### src/rtl/fetch_ctrl_pkg.sv
// Shared types and constants for the instruction fetch controller.
// Holds the FSM state encoding plus the instruction width and PC step.
package fetch_ctrl_pkg;

    localparam int INSTR_W = 32;
    localparam int PC_INC  = 4;

    typedef enum logic [1:0] {
        BOOT  = 2'd0,
        IDLE  = 2'd1,
        REQ   = 2'd2,
        FLUSH = 2'd3
    } state_t;

endpackage

### src/rtl/fetch_target_sel.sv
// Priority redirect select (trap > mret > branch) with word-aligned target.
// Purely combinational; no state, no backpressure.
module fetch_target_sel
    import fetch_ctrl_pkg::*;
#(
    parameter int PC_width = 32
) (
    input  logic                trap_req,
    input  logic                mret_req,
    input  logic                redirect_valid,
    input  logic [PC_width-1:0] trap_vec,
    input  logic [PC_width-1:0] epc,
    input  logic [PC_width-1:0] redirect_pc,
    output logic                redir,
    output logic [PC_width-1:0] target
);

    always_comb begin
        redir = trap_req | mret_req | redirect_valid;
        if (trap_req) begin
            target = trap_vec;
        end else if (mret_req) begin
            target = epc;
        end else begin
            target = redirect_pc;
        end
        target[1:0] = 2'b00;
    end

endmodule

### src/rtl/fetch_ctrl.sv
// Instruction fetch sequencer: one outstanding imem request, redirects flush it.
// Delivery is a registered pulse the cycle after ack; stall only blocks new issue.
// Define FETCH_CTRL_TRAP_EN to enable trap/mret redirects and the saved EPC.
module fetch_ctrl
    import fetch_ctrl_pkg::*;
#(
    parameter int                   PC_width  = 32,
    parameter logic [PC_width-1:0]  RESET_VEC = 32'h0000_0000,
    parameter logic [PC_width-1:0]  TRAP_VEC  = 32'h0000_0100
) (
    input  logic                clk,
    input  logic                rst_n,
    input  logic                stall_i,
    input  logic                redirect_valid,
    input  logic [PC_width-1:0] redirect_pc,
    input  logic                trap_req,
    input  logic                mret_req,
    input  logic [PC_width-1:0] trap_epc,
    output logic                imem_req,
    output logic [PC_width-1:0] imem_addr,
    input  logic                imem_ack,
    input  logic [INSTR_W-1:0]  imem_rdata,
    output logic                instr_valid,
    output logic [INSTR_W-1:0]  instr,
    output logic [PC_width-1:0] instr_pc,
    output logic [PC_width-1:0] pc_out,
    output logic [PC_width-1:0] epc_out
);

    state_t              state, state_nxt;
    logic [PC_width-1:0] pend, pend_nxt, pc_nxt, target;
    logic                redir, deliver, trap_en, mret_en;

`ifdef FETCH_CTRL_TRAP_EN
    assign trap_en = trap_req;
    assign mret_en = mret_req;

    always_ff @(posedge clk) begin
        if (!rst_n) begin
            epc_out <= '0;
        end else if (trap_req && state != BOOT) begin
            epc_out <= trap_epc;
        end
    end
`else
    logic unused_trap;
    assign trap_en     = 1'b0;
    assign mret_en     = 1'b0;
    assign epc_out     = '0;
    assign unused_trap = ^{trap_req, mret_req, trap_epc};
`endif

    fetch_target_sel #(.PC_width(PC_width)) u_sel (
        .trap_req       (trap_en),
        .mret_req       (mret_en),
        .redirect_valid (redirect_valid),
        .trap_vec       (TRAP_VEC),
        .epc            (epc_out),
        .redirect_pc    (redirect_pc),
        .redir          (redir),
        .target         (target)
    );

    // pc only moves on ack (or in IDLE), so imem_addr is stable for a whole request.
    assign imem_addr = pc_out;

    always_comb begin
        state_nxt = state;
        pc_nxt    = pc_out;
        pend_nxt  = pend;
        deliver   = 1'b0;
        imem_req  = 1'b0;
        case (state)
            BOOT: begin
                state_nxt = stall_i ? IDLE : REQ;
            end
            IDLE: begin
                if (redir) pc_nxt = target;
                if (!stall_i) state_nxt = REQ;
            end
            REQ: begin
                imem_req = 1'b1;
                if (imem_ack) begin
                    pc_nxt    = redir ? target : pc_out + PC_width'(PC_INC);
                    deliver   = !redir;
                    state_nxt = stall_i ? IDLE : REQ;
                end else if (redir) begin
                    pend_nxt  = target;
                    state_nxt = FLUSH;
                end
            end
            FLUSH: begin
                imem_req = 1'b1;
                if (imem_ack) begin
                    pc_nxt    = redir ? target : pend;
                    state_nxt = stall_i ? IDLE : REQ;
                end else if (redir) begin
                    pend_nxt = target;
                end
            end
            default: state_nxt = BOOT;
        endcase
    end

    always_ff @(posedge clk) begin
        if (!rst_n) begin
            state       <= BOOT;
            pc_out      <= RESET_VEC;
            pend        <= '0;
            instr_valid <= 1'b0;
            instr       <= '0;
            instr_pc    <= '0;
        end else begin
            state       <= state_nxt;
            pc_out      <= pc_nxt;
            pend        <= pend_nxt;
            instr_valid <= deliver;
            if (deliver) begin
                instr    <= imem_rdata;
                instr_pc <= pc_out;
            end
        end
    end

endmodule

### config.mk
export PLATFORM = sky130hd
export DESIGN_NAME = fetch_ctrl
export DESIGN_NICKNAME = d
export VERILOG_FILES = /design/src/rtl/fetch_ctrl_pkg.sv /design/src/rtl/fetch_target_sel.sv /design/src/rtl/fetch_ctrl.sv
export SDC_FILE = /design/constraint.sdc
export NUM_CORES = 1
export LEC_CHECK = 0
export CORE_MARGIN = 2
export CORE_UTILIZATION = 30
export CTS_CLUSTER_DIAMETER = 30
export DETAILED_ROUTE_END_ITERATION = 10
export SYNTH_ARGS = -nofsm -noshare
export SYNTH_HDL_FRONTEND = slang
export SYNTH_SLANG_ARGS = --single-unit
export TNS_END_PERCENT = 10
### constraint.sdc
create_clock -name clk -period 2.7 [get_ports clk]
set_input_delay 0.54 -clock clk [delete_from_list [all_inputs] [get_ports clk]]
set_output_delay 0.54 -clock clk [all_outputs]
set_load 0.02 [all_outputs]
==> reports/results.tsv <==
metric	value	unit
Max Freq	0.401	GHz
Core ar.	20200	um2
Primary FF master, synth	dfxtp_1	
first-pass GRT wire length	30.0	mm
vias per inst	4.76	
status	finished clean	
worst hold-check path type	reg -> reg	
Ports	265	
period utilisation layout	0.923	
leakage	0.00327	uW
Max FO, Critical Path	5	
RePlAce Congestion	0.833	
total grt overflow	0	
grt met2 use	0.265	
final core utilization	0.446	
Yosys top cell by area	dfxtp_1	
Die H	148	um
htree depth	4	
Cell variety after synth	57	
critical path class	reg -> out	
YS warnings	0	
Avg WL per Cell	15.3	um
crit end category	output port	
Least-Margin Pin Slew	0.635	ns
CP Launch Type	register	
GRT met1 Usage	0.241	
largest net degree at the start of global routing	118	
syn avg cell area	7.68	um2
DRT iter0 DRCs	381	
Syn Inst Count	807	
final hold viol count	0	
fin area	9020	um2
area fraction of the dominant cell type after synthesis	0.423	
max cap viols	0	
# DRC	0	
PortBufs	196	
endpoints failing setup	0	
placed inst area	8380	um2
worst skew pair latency	0.42	ns
die area	21800	um2
hold_buf cts	0	
# clock sinks	131	
Nets	1088	
Post-Syn Area	6200	um2
Non-Filler Instances	1262	
Clk pin slew, worst setup/hold paths	0.05	ns
Total GRT Usage	0.174	
Fin Setup TNS	0	ns
Ant. Diodes	0	
initial antenna violation count	0	
Post-synth ARST share	0	
synth top area cells	dfxtp_1 42%, nand2_1 13%, a21oi_1 9.4%	
clock root buffer	clkbuf_16	
Post-synth EDFFs	0	
gr busiest metal	met2	
Crit path arrival time	1.95	ns
vias in the first global route	5499	
met3 Use GR	0.0441	
RSZ-0062 raised after global routing	no	
share of cells above drive strength 1	0.0917	
post-CTS setup buffers	0	
Die Wd	148	um
Cell Count Post-Placement	1231	
Vias	6006	
DR pass1 iterations	5	
CTS tree	done	
Initial Util	0.306	
max-slew violations	0	
commonest cells after routing, fill and taps aside	219 x nand2_1, 195 x clkdlybuf4s50_1, 131 x dfxtp_1	
critical path data required time	2.16	ns
number of buffers created by CTS	17	
PD cells	943	nW/um2
hpwl dp	13.6	mm
hold slack	0.452	ns
sequential fraction of the synthesis area	0.423	
Post-Route Skew	0.00821	ns
remaining antenna violation count after routing	0	
Worst slew margin	0.577	
Max clock buf depth	2	
post-route minimum period	2.49	ns
commonest non-fill, non-tap cell in the layout	nand2_1	
Post-Route WL	19.4	mm
post-synthesis register bit count	131	
Peak VDD IR	0.410	mV
# rows	52	
synth-to-layout area growth	45.4	%
==> path summary, 6_finish.rpt <==
kind	from	endpoint	slack [ns]	depth (start not counted)
worst max-delay path	state[0]	imem_req	0.21	5
worst min-delay path	instr_pc[2]	instr_pc[2]	0.45	2
worst min register to register	instr_pc[2]	instr_pc[2]	0.45	2
worst max register to register	state[0]	imem_addr[21]	0.44	8
==> final cells by class <==
type / instances / area [um2]
Timing Repair Buffer: 243 / 2410
Fill cell: 2011 / 11200
Clock inverter: 13 / 209
Sequential cell: 131 / 2620
Clock buffer: 18 / 429
Multi-Input combinational cell: 579 / 2970
Tap cell: 270 / 338
Inverter: 8 / 32.5
==> per-layer routing <==
layer	vias up	wire length, um	part of all wire
met1	2747	9090	0.47
li1	3022	-	-
met4	0	259	0.013
met3	20	1310	0.067
met5	-	0	0
met2	217	8710	0.45
==> cells by family after synthesis <==
family | count (synthesis) | share of synthesized area
flip-flops | 131 | 0.423
multiplexers | 9 | 0.0147
AO/OA/AOI/OAI | 213 | 0.205
other | 1 | 0.000605
XOR/XNOR | 1 | 0.00141
AND/OR/NAND/NOR | 319 | 0.225
buffers and inverters | 128 | 0.120
adder cells (fa/ha/maj) | 5 | 0.0101
==> registers in the layout, indices dropped and copies added (netlist names) <==
name and count:
imem_addr 32, instr 32, instr_pc 32, pend 32, state 2, instr_valid 1
==> synth_stat cells, types with 2 or more instances <==
cell and count:
nor3b_1 2, a222oi_1 4, nand2b_1 2, nor2b_1 3, nand3_1 15, or3_1 4, buf_4 64, inv_1 7
a221o_1 9, nor2_1 33, ha_1 5, a21boi_0 2, nand2_1 220, o21ai_0 34, buf_1 5, a22oi_1 14
nor4_4 2, nand4_1 12, a211oi_1 2, buf_2 11, nor3_1 8, mux2i_1 8, nor4_1 5, o2bb2ai_1 2
and3_1 6, a41oi_1 2, o22ai_1 5, a31oi_1 3, a22o_1 3, clkbuf_1 38, o31a_1 2, and2_1 2
o211ai_1 3, dfxtp_1 131, a21oi_1 117
==> where the power goes <==
group          internal, uW  switching (uW)  total, uW
sequential             2210             364       2580
clock                  1630             873       2510
combinational          1510            1910       3420
==> critical path, stage by stage (launching register included) <==
cell           delay (ns)
dfxtp_1              0.39
inv_1                0.09
ha_1                 0.28
buf_4                0.18
or2_2                0.27
dlygate4sd2_1        0.32
==> what timing repair did <==
item	CTS	global route
endpoints found under the setup margin	1	0
endpoints found under the hold margin	0	0
resized for setup	1	0
==> per-stage QoR <==
stage,setup slack (ns),power (uW)
floorplan,0.597,4580
detailed placement,0.203,6060
CTS,0.189,8590
global route,0.120,8980
finish,0.208,8500
global placement,0.210,6040
Note: power is estimated with default switching activity, not from simulation.
